--- src/rtl/jkdivbisqrt_ctrl_if.sv ---
// Request/response handshake bundle for the JK divide/sqrt controller.
// The controller binds the slave modport; binary-domain logic binds master.
interface jkdivbisqrt_ctrl_if #(
    parameter int BW = 8
);
    logic          req_valid;
    logic          req_ready;
    logic [BW-1:0] req_data;
    logic          rsp_valid;
    logic          rsp_ready;
    logic [BW-1:0] rsp_data;

    modport master (
        output req_valid, req_data, rsp_ready,
        input  req_ready, rsp_valid, rsp_data
    );

    modport slave (
        input  req_valid, req_data, rsp_ready,
        output req_ready, rsp_valid, rsp_data
    );
endinterface

--- src/rtl/jkdivbisqrt_ctrl.sv ---
// Sequencer for the JK unary divide/sqrt core: stream generation and counting.
// Optional warm-up phase enabled by defining JKDIVBISQRT_CTRL_WARMUP_EN.
module jkdivbisqrt_ctrl #(
    parameter int BW     = 8,
    parameter int WARMUP = 16
) (
    input  logic                 clk,
    input  logic                 rst,
    jkdivbisqrt_ctrl_if.slave    bus,
    output logic                 busy,
    output logic                 core_rst_n,
    output logic                 core_in,
    input  logic                 core_out
);

    localparam logic [2:0] S_IDLE  = 3'd0;
    localparam logic [2:0] S_CLEAR = 3'd1;
`ifdef JKDIVBISQRT_CTRL_WARMUP_EN
    localparam logic [2:0] S_WARM  = 3'd2;
    localparam logic [BW:0] PH_WARM_LAST = (BW+1)'(WARMUP - 1);
`endif
    localparam logic [2:0] S_RUN   = 3'd3;
    localparam logic [2:0] S_DONE  = 3'd4;

    localparam logic [BW:0] PH_RUN_LAST = (BW+1)'((2 ** BW) - 1);

    logic [2:0]    state;
    logic [BW-1:0] op_q;
    logic [BW-1:0] seq;
    logic [BW-1:0] seq_rev;
    logic [BW:0]   ph;
    logic [BW:0]   ones;
    logic [BW:0]   ones_nxt;
    logic [BW-1:0] ones_sat;
    logic [BW-1:0] rsp_data_q;
    logic          stream_en;

    // Bit-reversed counter gives a low-discrepancy threshold sequence.
    always_comb begin
        seq_rev = '0;
        for (int i = 0; i < BW; i++) begin
            seq_rev[i] = seq[BW-1-i];
        end
    end

    assign ones_nxt = ones + {{BW{1'b0}}, core_out};
    assign ones_sat = ones_nxt[BW] ? '1 : ones_nxt[BW-1:0];

`ifdef JKDIVBISQRT_CTRL_WARMUP_EN
    assign stream_en = (state == S_WARM) || (state == S_RUN);
`else
    assign stream_en = (state == S_RUN);
`endif

    always_ff @(posedge clk or posedge rst) begin
        if (rst) begin
            state      <= S_IDLE;
            op_q       <= '0;
            seq        <= '0;
            ph         <= '0;
            ones       <= '0;
            rsp_data_q <= '0;
        end else begin
            unique case (state)
                S_IDLE: begin
                    if (bus.req_valid) begin
                        op_q  <= bus.req_data;
                        state <= S_CLEAR;
                    end
                end
                S_CLEAR: begin
                    seq  <= '0;
                    ph   <= '0;
                    ones <= '0;
`ifdef JKDIVBISQRT_CTRL_WARMUP_EN
                    state <= S_WARM;
`else
                    state <= S_RUN;
`endif
                end
`ifdef JKDIVBISQRT_CTRL_WARMUP_EN
                S_WARM: begin
                    seq <= seq + 1'b1;
                    if (ph == PH_WARM_LAST) begin
                        ph    <= '0;
                        state <= S_RUN;
                    end else begin
                        ph <= ph + 1'b1;
                    end
                end
`endif
                S_RUN: begin
                    seq  <= seq + 1'b1;
                    ones <= ones_nxt;
                    if (ph == PH_RUN_LAST) begin
                        ph         <= '0;
                        rsp_data_q <= ones_sat;
                        state      <= S_DONE;
                    end else begin
                        ph <= ph + 1'b1;
                    end
                end
                S_DONE: begin
                    if (bus.rsp_ready) begin
                        state <= S_IDLE;
                    end
                end
                default: state <= S_IDLE;
            endcase
        end
    end

    assign bus.req_ready = (state == S_IDLE);
    assign bus.rsp_valid = (state == S_DONE);
    assign bus.rsp_data  = rsp_data_q;
    assign busy          = (state != S_IDLE);
    // Core is held in reset during CLEAR and while the controller is reset.
    assign core_rst_n    = !rst && (state != S_CLEAR);
    assign core_in       = stream_en && (op_q > seq_rev);

endmodule

--- src/flat_wrapper.sv ---
// flat-port wrapper written by rule: the top's interface ports become plain ports
module jkdivbisqrt_ctrl_flat 
#(
    parameter int BW     = 8,
    parameter int WARMUP = 16
)
  (clk, rst, busy, core_rst_n, core_in, core_out, bus_req_valid, bus_req_data, bus_rsp_ready, bus_req_ready, bus_rsp_valid, bus_rsp_data);
  jkdivbisqrt_ctrl_if #(.BW(BW)) bus_i ();
  input  logic clk;
  input  logic rst;
  output logic busy;
  output logic core_rst_n;
  output logic core_in;
  input  logic core_out;
  input wire logic [$bits(bus_i.req_valid)-1:0] bus_req_valid;
  input wire logic [$bits(bus_i.req_data)-1:0] bus_req_data;
  input wire logic [$bits(bus_i.rsp_ready)-1:0] bus_rsp_ready;
  output wire logic [$bits(bus_i.req_ready)-1:0] bus_req_ready;
  output wire logic [$bits(bus_i.rsp_valid)-1:0] bus_rsp_valid;
  output wire logic [$bits(bus_i.rsp_data)-1:0] bus_rsp_data;
  assign bus_i.req_valid = bus_req_valid;
  assign bus_i.req_data = bus_req_data;
  assign bus_i.rsp_ready = bus_rsp_ready;
  assign bus_req_ready = bus_i.req_ready;
  assign bus_rsp_valid = bus_i.rsp_valid;
  assign bus_rsp_data = bus_i.rsp_data;
  jkdivbisqrt_ctrl #(.BW(BW), .WARMUP(WARMUP)) u_core (.clk(clk), .rst(rst), .bus(bus_i), .busy(busy), .core_rst_n(core_rst_n), .core_in(core_in), .core_out(core_out));
endmodule
--- config.mk ---
export PLATFORM = sky130hd
export DESIGN_NAME = jkdivbisqrt_ctrl_flat
export DESIGN_NICKNAME = d
export VERILOG_FILES = /design/src/rtl/jkdivbisqrt_ctrl_if.sv /design/src/rtl/jkdivbisqrt_ctrl.sv /design/src/flat_wrapper.sv
export SDC_FILE = /design/constraint.sdc
export NUM_CORES = 1
export LEC_CHECK = 0
export ABC_AREA = 1
export CORE_MARGIN = 5
export CORE_UTILIZATION = 38
export DETAILED_ROUTE_END_ITERATION = 8
export SLEW_MARGIN = 25
export SYNTH_ARGS = -nofsm -noshare
export SYNTH_HDL_FRONTEND = slang
export SYNTH_SLANG_ARGS = --single-unit
--- constraint.sdc ---
create_clock -name clk -period 1.48 [get_ports clk]
set_input_delay 0.222 -clock clk [delete_from_list [all_inputs] [get_ports clk]]
set_output_delay 0.222 -clock clk [all_outputs]
set_load 0.1 [all_outputs]
; Word level (Yosys, flattened, before mapping)
; Cells that the tools add are included.
[totals]
out_inout_bits = 13
latchBits = 0
ramBits = 0
in_bits = 13
romBits = 0
elab_cells = 36
memories = 0
regBits = 45
[op_classes]
bitwise_logic = 0
n_addsub = 3
n_eq_ne = 8
magnitude_cmp = 1
div = 0
multipliers = 0
shifts = 0
n_reduce_logical = 9
muxes = 9
[op_table]
columns = cell, n
row1 = 9-bit case mux with 2 select lines, 2
row2 = 8-bit case mux with 2 select lines, 1
row3 = 3-bit case mux with 4 select lines, 1
row4 = 9-bit by 1-bit adder with 9-bit output, 1
row5 = 9-bit by 1-bit adder with 9-bit output (second input constant), 1
row6 = 9-bit by 8-bit equality test with 1-bit output (second input constant), 1
row7 = 3-bit 2-to-1 mux, 3
row8 = 9-bit 2-to-1 mux, 1
row9 = 8-bit by 1-bit adder with 8-bit output (second input constant), 1
row10 = 8-bit > comparator, 1
row11 = 8-bit 2-to-1 mux, 1
row12 = 2-bit != test (second input constant), 3
row13 = 2-bit AND reduction, 2
row14 = 3-bit by 1-bit equality test with 1-bit output (second input constant), 1
row15 = 3-bit by 2-bit equality test with 1-bit output (second input constant), 1
row16 = 3-bit equality test (second input constant), 1
row17 = 3-bit logical NOT, 1
row18 = 3-bit by 1-bit != test with 1-bit output (second input constant), 1
row19 = 3-bit AND reduction, 1
row20 = 3-bit nonzero test, 1
row21 = 1-bit logical AND, 2
row22 = 2-bit nonzero test, 1
row23 = 1-bit logical NOT, 1

; Logic depth before layout (Yosys ltp)
; Gate-level depths: netlist (run 1).
[depth]
word_depth = 3
depth_mapped = 10
ltp_nobuf = 10

; Least setup slack after synthesis (run 1)
; OpenSTA, ideal clock, no wires.
[synth_timing]
path_type = reg-to-reg
start = register u_core.state[0]
end = register u_core.state[0]
stages_incl_launch_ff = 5
setup_slack_ns = -1.617
period_less_slack_ns = 3.097
required_time_ns = 1.355
path_buffers = 0
setup_time_ns = 0.125
arrival_ns = 2.972
cell_sequence = dfrtp_1 -> nor3_1 -> nand2_1 -> o21ai_0 -> o21ai_1
[synth_between]
elab_chain_cells = 3
elab_cells_between_ends = 9
classes_between = eq/ne (6) / mux (1) / reduce/logical (2)
[synth_rtl]
columns = element, line_no
row1 = "start, declared", jkdivbisqrt_ctrl.sv:27  ; logic [2:0] state;
row2 = "start signal, assigned", jkdivbisqrt_ctrl.sv:57  ; state <= S_IDLE;
row3 = "start signal, assigned", jkdivbisqrt_ctrl.sv:68  ; state <= S_CLEAR;
row4 = "start signal, assigned", jkdivbisqrt_ctrl.sv:78  ; state <= S_RUN;
row5 = 3-bit equality test *, n/a
row6 = via bus_rsp_valid, flat_wrapper.sv:19  ; output wire logic [$bits(bus_i.rsp_valid)-1:0] bus_rsp_valid;
row7 = 2-bit != test (no source line), n/a
row8 = 3-bit AND reduction (no source line), n/a
; The timed path passes the listed nets; every way through them passes the cells marked *.
; A chain may end at the register's enable or synchronous reset.

; Worst setup path after layout (run 1)
[layout_timing]
start = register u_core.op_q[3]
end = output port core_in
[layout_between]
elab_chain_cells = 2
[layout_rtl]
columns = element, line_no
row1 = "start, declared", jkdivbisqrt_ctrl.sv:28  ; logic [BW-1:0] op_q;
row2 = "start signal, assigned", jkdivbisqrt_ctrl.sv:67  ; op_q <= bus.req_data;
row3 = 8-bit > comparator, jkdivbisqrt_ctrl.sv:119  ; assign core_in = stream_en && (op_q > seq_rev);
row4 = 1-bit logical AND, jkdivbisqrt_ctrl.sv:119
row5 = "end, declared", flat_wrapper.sv:13  ; output logic core_in;
; No other way between the ends.

==> results by group, run 1 <==
Worst setup path
  • Number of buffers and inverters on the critical path: 1
  • Top cell family by delay on the critical path: flip-flops
  • Crit-path max cell delay: approximately 430 ps
  • Critical setup path kind: flip-flop to output pin
  • Crit path max fanout: 2
  • CP required: 1260 ps
  • Cell-by-cell trace of the critical path: ha_4 -> nand2_4 -> o21ai_4 -> nand2_2 -> a21oi_4 -> buf_12
  • CP Depth: 6
  • Startpoint Class: flip-flop
  • Standard cell with the maximum stage delay on the critical path: sky130_fd_sc_hd__dfrtp_1
  • Arrival @ worst endpoint: 1680 ps
  • Worst reg2reg path depth: 9
  • Critical Path Sink Type: output pin

Logic synthesis
  • Ranking of synthesized cells by area: sky130_fd_sc_hd__dfrtp_1 (47%), sky130_fd_sc_hd__nand2_1 (14%), sky130_fd_sc_hd__inv_1 (6.5%)
  • Number of warnings reported in the yosys synthesis log: 0
  • Number of instances in the synthesized netlist: 295
  • Top-area cell type share of the netlist area: 0.467
  • Synthesized flop and latch total: 45
  • Library cell with the largest summed area after synthesis: sky130_fd_sc_hd__dfrtp_1
  • Synth Area per Inst: 8.18 um2
  • Number of different library cells in the post-synthesis netlist: 29
  • Net count after synthesis: 320
  • Post-synth design cell area: 2410 um2
  • Register area share after synthesis: 0.467

Run status
  • Status: finished with violations
  • Violations in the final reports: setup timing

Clocking
  • Sinks on Clock Net: 45
  • Worst-Skew Late Latency: 310 ps
  • Cts bufs inserted: 5
  • Hold-fix buffers, CTS: 0
  • CTS tree: yes
  • CTS max path bufs: 2
  • CTS Root Cell: sky130_fd_sc_hd__clkbuf_8
  • Clk pin slew, worst setup/hold paths: 90 ps
  • H-tree lvl count: 2

Die
  • Site row count: 29
  • Die W: approximately 90 um
  • Overall die height: approximately 90 um
  • Top-level port count: 26
  • Full die area: between 8000 and 9000 um2
  • Core ar.: 6280 um2
  • Initial Util: 0.384

Detailed routing
  • Wirelength, routed: 5650 um
  • Routed wire length on met2: 2810 um
  • Residual antenna-violating net count after detailed routing: 0
  • DR pass1 iterations: 4
  • Average detailed-routed wire length per instance: 12.8 um
  • WL met1: 2550 um
  • Remaining design rule violation count: 0
  • Overall via count from detail_route: 2136
  • Vias/cell: a little under 5
  • Number of DRC markers in iteration 0: between 80 and 90
  • Highest metal layer with signal wires: met4
  • Routed length on met3: slightly below 200 um

Timing
  • Time the final worst path needs with I/O delays and setup: approximately 1900 ps
  • Final worst-path cycle share: 1.28
  • Clock skew after layout: 15.6 ps
  • Pins over their slew limit: 0
  • Final Hold Viols: 0
  • Headroom to the max-slew limit: 0.737
  • Worst path setup slack after routing: -420 ps
  • RSZ-0062 raised after global routing: yes
  • Transition time of the tightest slew-check pin: 391 ps
  • Setup violators final: 5
  • Timing-limited maximum frequency: 0.526 GHz

Pwr
  • Leakage component of the power: 1.70 nW
  • Maximum resistive drop on vdd: around 1.5 mV
  • Ratio of total power to cell area: 1530 nW/um2

Global routing
  • Remaining global-route overflow: 0
  • Initial antenna violation count: 0
  • Gr usage total: 0.152
  • Pin count of the biggest net entering global routing: 28
  • Number of global-route vias before repair: approximately 2100
  • First-pass GRT wire length: 9520 um

Min path
  • Hold Crit Class: input pin to asynchronous set/reset pin

Placement
  • Post-place setup slack: -391 ps
  • Final estimated routing congestion in global placement: 0.822
  • Count of input and output buffers: 25
  • Detail Placement HPWL: 3930 um
  • Count of placed standard cells including taps: about 420

Finish
  • NumNets Final: between 300 and 400
  • Diode count: 0
  • Area growth from synthesis to layout: 48.3%
  • Cell Count, Final, Fillers Out: ~440
  • Share of layout cells above drive strength 1: 0.348

Run
  • Count of max-cap constraint violations: 0
-- logic make-up after synthesis --
family | after synthesis | synth area share
compound gates | 36 | 0.0840
xor+xnor | 6 | 0.0218
fa+ha+maj | 12 | 0.0622
buf+inv | 49 | 0.0871
flops | 45 | 0.467
simple gates | 147 | 0.278
-- through the flow --
stage                     utilization  hold slack (ps)  TNS [ps]  power (mW)  cell area [um2]
final                           0.570              249      -731        5.47             3580
after global routing            0.570              283     -1670        5.83             3580
after CTS                       0.540              254      -656        5.15             3390
after detailed placement        0.496              483     -4230        3.97             3120
after global placement          0.496              478     -3710        3.94             3120
after floorplan                     -              367     -3710        3.15             2450
-- report_power, final --
group	switching (mW)	total (mW)	leakage (nW)	internal [mW]
registers	0.223	1.68	0.559	1.46
logic	1.65	2.97	1.10	1.31
clock network	0.481	0.822	0.0447	0.342
total	2.36	5.47	1.70	3.12
-- layout make-up --
cell class | count | area [um2]
clock buffers | 5 | 68.8
fillers | 554 | 2700
flip-flops and latches | 45 | 1130
well taps | 77 | 96.3
clock inverters | 3 | 25.0
repair buffers | 65 | 724
multi-input cells | 202 | 1360
inverters | 45 | 179
-- worst reg2reg max path, cell delays in order (launching register included) --
cell and delay, ps:
sky130_fd_sc_hd__dfrtp_1 410, sky130_fd_sc_hd__ha_4 160, sky130_fd_sc_hd__ha_4 140, sky130_fd_sc_hd__nand2_4 60, sky130_fd_sc_hd__nor2_4 180, sky130_fd_sc_hd__nand3_4 120, sky130_fd_sc_hd__nand2_4 150, sky130_fd_sc_hd__nand2_2 60
sky130_fd_sc_hd__nand2_2 60, sky130_fd_sc_hd__nand2_1 40
-- synthesized netlist by cell type, drive strengths merged --
library cell   n
a21oi          7
a32o           1
buf            3
clkbuf         1
dfrtp         45
ha            12
inv           45
nand2         94
nand3         26
nand4          4
nor2          17
nor3           5
o21a           1
o21ai         17
o22ai          9
o32ai          1
or2            1
xnor2          1
xor2           5
-- registers in the layout, indices dropped and copies added (netlist names) --
signal,count
u_core.state,3
u_core.seq,8
u_core.ones,9
u_core.op_q,8
u_core.ph,9
u_core.bus.rsp_data,8
-- cell usage in the layout (no fill, tap or decap), types with 9 or more instances in the layout --
master                            count
sky130_fd_sc_hd__nand2_2             16
sky130_fd_sc_hd__buf_4               33
sky130_fd_sc_hd__inv_2                9
sky130_fd_sc_hd__o21ai_0             14
sky130_fd_sc_hd__o22ai_1              9
sky130_fd_sc_hd__inv_1               32
sky130_fd_sc_hd__nand3_1             24
sky130_fd_sc_hd__buf_12              15
sky130_fd_sc_hd__clkdlybuf4s50_1     12
sky130_fd_sc_hd__nand2_1             72
sky130_fd_sc_hd__dfrtp_1             42
-- metal layers --
metal | track usage | vias to the layer above
met2 | 0.259 | 40
met3 | 0.0283 | 9
li1 | - | 1084
met1 | 0.198 | 1003
met5 | 0 | -
met4 | 0.0406 | 0
-- what timing repair did --
item,in CTS,in global routing
buffers inserted,6,6
gates cloned,1,0
pin swaps,17,22
endpoints found under the setup margin,13,26
gates resized for setup,28,38
-- path summary, 6_finish.rpt --
| check | to | start | slack (ps) |
|---|---|---|---|
| worst max-delay path | core_in | u_core.op_q[3]$_DFFE_PP0P_ | -420 |
| worst min-delay path | u_core.op_q[0]$_DFFE_PP0P_ | rst | 250 |
| worst max register to register | u_core.bus.rsp_data[2]$_DFFE_PP0P_ | u_core.ones[0]$_DFFE_PP0N_ | 10 |
| worst min register to register | u_core.op_q[4]$_DFFE_PP0P_ | u_core.op_q[4]$_DFFE_PP0P_ | 510 |
| max in group asynchronous | u_core.state[0]$_DFFE_PP0P_ | rst | 790 |
| min in group clk | u_core.op_q[2]$_DFFE_PP0P_ | bus_req_data[2] | 460 |
Note: power is estimated with default switching activity, not from simulation.
==> run 2, diff against run 1 <==
--- a/config.mk
+++ b/config.mk
@@ -13,3 +13,4 @@
 export SYNTH_ARGS = -nofsm -noshare
 export SYNTH_HDL_FRONTEND = slang
 export SYNTH_SLANG_ARGS = --single-unit
+export TNS_END_PERCENT = 20
==> run 2 against run 1 <==
Net effect:
- the run still ends with setup timing left
- core utilization decreased by 2.6 points
- first-iteration DRC count is 9.3% higher
- largest cell class unchanged
- highest routed layer unchanged
- clock skew shrank 11 ps
- critical endpoint unchanged
- via count barely moved
- setup slack gained 17 ps
- clock-buffer cell count grew 1
- die area unchanged
- global-route usage is 0.32 points lower
- flip-flop and latch count is the same
- combinational power down 9.1%
==> results by group, run 2 (same netlist as run 1, synthesis figures left out) <==
Detailed routing
  • DR pass1 iterations: 4 (unchanged)
  • Overall via count from detail_route: 2134 (-0.094%)
  • Average detailed-routed wire length per instance: 12.7 um (-0.39%)
  • Vias/cell: 4.86 (+0.59%)
  • Remaining design rule violation count: 0 (unchanged)
  • Wirelength, routed: 5590 um (-1.1%)
  • Residual antenna-violating net count after detailed routing: 0 (unchanged)
  • Number of DRC markers in iteration 0: 94 (+9.3%)

Timing
  • Transition time of the tightest slew-check pin: 260 ps (-131 ps)
  • Final Hold Viols: 0 (unchanged)
  • Clock skew after layout: 4.75 ps (-10.8 ps)
  • Pins over their slew limit: 0 (unchanged)
  • Time the final worst path needs with I/O delays and setup: 1880 ps (-17.2 ps)
  • Setup violators final: 5 (unchanged)
  • Headroom to the max-slew limit: 0.826 (+0.0889)
  • Final worst-path cycle share: 1.27 (-0.0116)
  • Worst path setup slack after routing: -403 ps (+17.2 ps)
  • Timing-limited maximum frequency: 0.531 GHz (+0.91%)
  • RSZ-0062 raised after global routing: yes
  • Aggregate negative setup slack: -624 ps (+107 ps)
  • Hold Worst Slack: 335 ps (+86.2 ps)

Global routing
  • Met3 GRT Util: 0.0374 (+0.00912)
  • Pin count of the biggest net entering global routing: 46 (+64%)
  • Remaining global-route overflow: 0 (unchanged)
  • Layer with the highest usage: met2
  • Met1 layer usage reported by global route: 0.172 (-0.0256)
  • Gr usage total: 0.149 (-0.00317)
  • First-pass GRT wire length: 9440 um (-0.87%)
  • Initial antenna violation count: 0 (unchanged)
  • Number of global-route vias before repair: 2203 (+4.2%)
  • Met2 Usage GRT: 0.271 (+0.0120)

Die
  • Core ar.: 6280 um2 (unchanged)
  • Die W: 89.7 um (unchanged)
  • Full die area: 8050 um2 (unchanged)
  • Overall die height: 89.7 um (unchanged)
  • Top-level port count: 26 (unchanged)
  • Initial Util: 0.384 (unchanged)
  • Site row count: 29 (unchanged)

Placement
  • Count of input and output buffers: 25 (unchanged)
  • Detail Placement HPWL: 3970 um (+1.0%)
  • Final estimated routing congestion in global placement: 0.856 (+4.1%)
  • Post-place setup slack: -426 ps (-35.2 ps)

Finish
  • Largest registers ranked by flip-flop count: u_core.ones x9, u_core.ph x9
  • Commonest cells after routing, fill and taps aside: sky130_fd_sc_hd__nand2_1 (85), sky130_fd_sc_hd__dfrtp_1 (44), sky130_fd_sc_hd__buf_4 (35)
  • # fillers: 589 (+6.3%)
  • NumNets Final: 386 (-0.77%)
  • Area growth from synthesis to layout: 41.6%
  • Utilization after layout: 0.544 (-0.0257)
  • Most frequent standard cell in the layout excluding fill and tap cells: sky130_fd_sc_hd__nand2_1
  • Share of layout cells above drive strength 1: 0.285 (-0.0634)
  • Diode count: 0 (unchanged)

Run status
  • Violations in the final reports: setup timing
  • Status: finished with violations

Worst setup path
  • CP required: 1260 ps (about the same)
  • Critical setup path kind: flip-flop to output pin
  • Arrival @ worst endpoint: 1660 ps (-20 ps)
  • Startpoint Class: flip-flop
  • Critical Path Sink Type: output pin
  • Crit path max fanout: 2 (unchanged)

Pwr
  • Sw Share: 0.420 (-0.0106)
  • Part of the power in the clock network: 0.146 (-0.004)
  • Ratio of total power to cell area: 1500 nW/um2 (-1.6%)
  • Maximum resistive drop on vdd: 1.24 mV (-16%)
  • Net switching component of the power: 2.16 mW (-8.4%)
  • Total power after layout: 5.14 mW (-6.1%)
  • Internal: 2.98 mW (-4.3%)
  • Leakage component of the power: 1.67 nW (-1.7%)
  • Flop pwr share: 0.329 (+0.021)
  • Share of total power in combinational logic: 0.525 (-0.017)

Clocking
  • CTS Root Cell: sky130_fd_sc_hd__clkbuf_8
  • Hold-fix buffers, CTS: 0 (unchanged)
  • Cts bufs inserted: 5 (unchanged)
  • CTS max path bufs: 2 (unchanged)
  • Worst-Skew Late Latency: 300 ps (about the same)
  • Sinks on Clock Net: 45 (unchanged)
  • Clk pin slew, worst setup/hold paths: 80 ps (about the same)
  • H-tree lvl count: 2 (unchanged)
  • CTS tree: yes

Min path
  • Hold Crit Class: input pin to asynchronous set/reset pin

Run
  • Count of max-cap constraint violations: 0 (unchanged)
-- run 2: changes by cell type in the layout (fill, tap and decap cells not counted), moves of 4 or more --
cell / before / now
sky130_fd_sc_hd__buf_6: 5 / 1
sky130_fd_sc_hd__nand2_1: 72 / 85
sky130_fd_sc_hd__nand2_2: 16 / 6
sky130_fd_sc_hd__nand2_4: 7 / 3
-- run 2: final cells by class --
| type | count | area [um2] | share of cell area |
|---|---|---|---|
| multi-input cells | 201 | 1230 | 0.361 |
| flip-flops and latches | 45 | 1130 | 0.330 |
| repair buffers | 63 | 697 | 0.204 |
| inverters | 45 | 180 | 0.0527 |
| well taps | 77 | 96.3 | 0.0282 |
| clock buffers | 6 | 72.6 | 0.0212 |
| clock inverters | 2 | 10.0 | 0.00293 |
-- run 2: final timing paths --
kind                                            start                                  to  slack (ps)  cells past startpoint
max in group asynchronous                         rst         u_core.state[1]$_DFFE_PP0P_         900                      3
max                        u_core.op_q[3]$_DFFE_PP0P_                             core_in        -400                      6
min in group clk                             core_out  u_core.bus.rsp_data[0]$_DFFE_PP0P_         450                      6
min                                               rst           u_core.seq[6]$_DFFE_PP0N_         340                      3
min reg2reg                u_core.op_q[4]$_DFFE_PP0P_          u_core.op_q[4]$_DFFE_PP0P_         500                      2
max reg2reg                u_core.ones[0]$_DFFE_PP0N_  u_core.bus.rsp_data[3]$_DFFE_PP0P_          30                     10
-- run 2: worst max-delay path, cell delays in order, from the launching register on --
cell and delay (ps):
sky130_fd_sc_hd__dfrtp_1 440, sky130_fd_sc_hd__ha_4 290, sky130_fd_sc_hd__nand2_2 50, sky130_fd_sc_hd__o21ai_1 110, sky130_fd_sc_hd__nand2_1 70, sky130_fd_sc_hd__a21oi_2 190
sky130_fd_sc_hd__buf_12 200
-- run 2: stage by stage --
stage	instance area, um2	instances
after CTS	3300	435
after detailed placement	3110	424
final	3420	439
after floorplan	2420	295
after global routing	3420	439
after global placement	3110	424
-- run 2: per-layer routing --
| metal | wire length [um] | up-vias |
|---|---|---|
| met2 | 2850 | 45 |
| met5 | 0 | - |
| met4 | 76 | 0 |
| li1 | - | 1080 |
| met1 | 2420 | 1001 |
| met3 | 254 | 8 |
-- run 2: power groups by stage --
stage	clock (mW)	sequential, mW	combinational [mW]
2_1_floorplan	0	1.63	1.47
3_5_place_dp	0	1.65	2.30
4_1_cts	0.777	1.66	2.50
6_report	0.750	1.69	2.70
5_1_grt	0.812	1.72	2.98
3_3_place_gp	0	1.64	2.27
-- run 2: what timing repair did --
item,CTS,global route
pin swaps,10,7
endpoints found under the hold margin,0,0
setup endpoints to repair,14,18
setup buffers,3,4
resized for setup,21,21
==> run 3, diff against run 2 <==
--- a/config.mk
+++ b/config.mk
@@ -8,6 +8,7 @@
 export ABC_AREA = 1
 export CORE_MARGIN = 5
 export CORE_UTILIZATION = 38
+export CTS_CLUSTER_SIZE = 28
 export DETAILED_ROUTE_END_ITERATION = 8
 export SLEW_MARGIN = 25
 export SYNTH_ARGS = -nofsm -noshare
==> constraint.sdc (replaced) <==
create_clock -name clk -period 1.6 [get_ports clk]
set_input_delay 0.24 -clock clk [delete_from_list [all_inputs] [get_ports clk]]
set_output_delay 0.24 -clock clk [all_outputs]
set_load 0.1 [all_outputs]
==> run 3 against run 2 <==
Net effect:
- the flow still finishes with violations (setup timing)
- setup slack better by 100 ps
- highest routed layer unchanged
- core utilization fell by 1.5 points
- sequential power fell by 7%
- register-to-register slack better by 70 ps
- hold slack got worse by 12 ps
- wire length down 6.8%
- clock power is 2% lower
- sequential share of layout area is 0.99 points higher
- final area shrank 2.8%
==> results by group, run 3 (same netlist as run 1, synthesis figures left out) <==
Clocking
  • CTS max path bufs: 2 (unchanged)
  • Clk pin slew, worst setup/hold paths: 90 ps (about the same)
  • CTS Root Cell: sky130_fd_sc_hd__clkbuf_8
  • Cts bufs inserted: 5 (unchanged)
  • Sinks on Clock Net: 45 (unchanged)
  • CTS tree: yes
  • Worst-Skew Late Latency: 290 ps (about the same)
  • H-tree lvl count: 2 (unchanged)

Die
  • Site row count: 29 (unchanged)
  • Die W: 89.7 um (unchanged)
  • Initial Util: 0.384 (unchanged)
  • Top-level port count: 26 (unchanged)
  • Overall die height: 89.7 um (unchanged)
  • Core ar.: 6280 um2 (unchanged)
  • Full die area: 8050 um2 (unchanged)

Detailed routing
  • Wirelength, routed: 5210 um (-6.8%)
  • Remaining design rule violation count: 0 (unchanged)
  • Number of DRC markers in iteration 0: 44 (-53%)
  • Overall via count from detail_route: 1994 (-6.6%)
  • Average detailed-routed wire length per instance: 12.3 um (-3.1%)
  • DR pass1 iterations: 4 (unchanged)
  • Vias/cell: 4.73 (-2.8%)
  • Residual antenna-violating net count after detailed routing: 0 (unchanged)

Finish
  • Diode count: 0 (unchanged)
  • NumNets Final: 369 (-4.4%)
  • Commonest cells after routing, fill and taps aside: sky130_fd_sc_hd__nand2_1 (83), sky130_fd_sc_hd__dfrtp_1 (43), sky130_fd_sc_hd__inv_1 (33)
  • Area growth from synthesis to layout: 37.6%
  • Most frequent standard cell in the layout excluding fill and tap cells: sky130_fd_sc_hd__nand2_1
  • Share of layout cells above drive strength 1: 0.261 (-0.0237)
  • Largest registers ranked by flip-flop count: u_core.ones x9, u_core.ph x9

Global routing
  • Layer with the highest usage: met2
  • Met1 layer usage reported by global route: 0.174 (+0.00144)
  • Met3 GRT Util: 0.0338 (-0.00365)
  • Number of global-route vias before repair: 1937 (-12%)
  • Remaining global-route overflow: 0 (unchanged)
  • First-pass GRT wire length: 8730 um (-7.5%)
  • Gr usage total: 0.141 (-0.00812)
  • Met2 Usage GRT: 0.243 (-0.0286)
  • Pin count of the biggest net entering global routing: 46 (unchanged)
  • Initial antenna violation count: 0 (unchanged)

Run
  • Count of max-cap constraint violations: 0 (unchanged)

Pwr
  • Total power after layout: 4.77 mW (-7.3%)
  • Ratio of total power to cell area: 1430 nW/um2 (-4.6%)
  • Net switching component of the power: 2.03 mW (-6.1%)
  • Share of total power in combinational logic: 0.515 (-0.010)
  • Leakage component of the power: 1.58 nW (-5.7%)
  • Part of the power in the clock network: 0.155 (+0.009)
  • Sw Share: 0.425 (+0.00534)
  • Flop pwr share: 0.330 (about the same)
  • Maximum resistive drop on vdd: 1.17 mV (-6.3%)
  • Internal: 2.74 mW (-8.1%)

Timing
  • Final Hold Viols: 0 (unchanged)
  • Headroom to the max-slew limit: 0.805 (-0.0216)
  • Time the final worst path needs with I/O delays and setup: 1900 ps
  • Timing-limited maximum frequency: 0.526 GHz
  • Worst path setup slack after routing: -301 ps (+102 ps)
  • Pins over their slew limit: 0 (unchanged)
  • Final worst-path cycle share: 1.19
  • Aggregate negative setup slack: -301 ps (+323 ps)
  • Setup violators final: 1 (-4)
  • Transition time of the tightest slew-check pin: 291 ps (+30.8 ps)
  • Clock skew after layout: 9.88 ps (+5.13 ps)
  • RSZ-0062 raised after global routing: yes

Worst setup path
  • Critical Path Sink Type: output pin
  • Top cell family by delay on the critical path: flip-flops
  • CP Depth: 5 (-1)
  • Crit-path max cell delay: 440 ps (about the same)
  • CP required: 1360 ps (+100 ps)
  • Standard cell with the maximum stage delay on the critical path: sky130_fd_sc_hd__dfrtp_1
  • Critical setup path kind: flip-flop to output pin
  • Arrival @ worst endpoint: 1660 ps (about the same)
  • Startpoint Class: flip-flop
  • Worst reg2reg path depth: 8 (-2)
  • Crit path max fanout: 2 (unchanged)
  • Number of buffers and inverters on the critical path: 1 (unchanged)
  • Cell-by-cell trace of the critical path: ha_4 -> a21oi_2 -> o21a_1 -> a21oi_4 -> buf_12

Placement
  • Count of input and output buffers: 25 (unchanged)
  • Final estimated routing congestion in global placement: 0.814 (-4.9%)
  • Detail Placement HPWL: 3770 um (-5.0%)

Run status
  • Violations in the final reports: setup timing
  • Status: finished with violations

Min path
  • Hold Crit Class: input pin to asynchronous set/reset pin
## run 3: changes by cell type in the layout (fill, tap and decap cells not counted), moves of 2 or more
| cell | previous run | this run |
|---|---|---|
| sky130_fd_sc_hd__buf_4 | 35 | 19 |
| sky130_fd_sc_hd__ha_1 | 6 | 4 |
| sky130_fd_sc_hd__ha_4 | 6 | 8 |
| sky130_fd_sc_hd__inv_1 | 31 | 33 |
| sky130_fd_sc_hd__nand2_1 | 85 | 83 |
| sky130_fd_sc_hd__nand2_2 | 6 | 8 |
| sky130_fd_sc_hd__o21ai_1 | 4 | 2 |
## run 3: power by group through the flow
stage | sequential [mW] | clock [mW] | combinational, mW
after global placement | 1.53 | 0 | 1.96
after detailed placement | 1.54 | 0 | 1.99
after global routing | 1.60 | 0.817 | 2.68
after CTS | 1.54 | 0.770 | 2.13
after floorplan | 1.50 | 0 | 1.36
final | 1.57 | 0.738 | 2.45
## run 3: routing by layer
layer / vias up / part of all wire
met5: - / 0
met2: 29 / 0.49
met1: 916 / 0.46
met3: 6 / 0.038
met4: 0 / 0.011
li1: 1043 / -
## run 3: final cells by class
type,count,area (um2)
Fill cell,597,2960
Sequential cell,45,1130
Tap cell,77,96.3
Inverter,45,176
Clock inverter,2,13.8
Clock buffer,6,82.6
Timing Repair Buffer,46,563
Multi-Input combinational cell,201,1260
## run 3: worst paths after layout
path	end	slack (ps)	startpoint
setup / recovery	core_in	-300	u_core.op_q[5]$_DFFE_PP0P_
hold / removal	u_core.seq[6]$_DFFE_PP0N_	320	rst
max in group asynchronous	u_core.state[1]$_DFFE_PP0P_	1040	rst
setup reg to reg	u_core.bus.rsp_data[4]$_DFFE_PP0P_	100	u_core.ph[0]$_DFFE_PP0N_
min in group clk	u_core.op_q[2]$_DFFE_PP0P_	490	bus_req_data[2]
hold reg to reg	u_core.ph[1]$_DFFE_PP0N_	520	u_core.ph[1]$_DFFE_PP0N_
## run 3: stage by stage
stage	setup WS (ps)	util	cell area [um2]	hold slack (ps)	instances
finish	-301	0.529	3320	323	422
global route	-357	0.529	3320	375	422
CTS	-317	0.506	3180	318	419
detailed placement	-269	0.480	3010	467	411
global placement	-228	0.480	3010	465	411
floorplan	-679	-	2420	385	295
## run 3: timing repair
item / CTS / global route
endpoints found under the setup margin: 4 / 14
setup buffers: 0 / 3
resized for setup: 16 / 23
pin swaps: 10 / 7
hold buffers: 0 / 0
cloned: 0 / 0
## run 3: tightest hold or removal path: stages
cell,delay (ps)
sky130_fd_sc_hd__clkdlybuf4s50_1,430
sky130_fd_sc_hd__clkinv_1,90
sky130_fd_sc_hd__buf_12,240
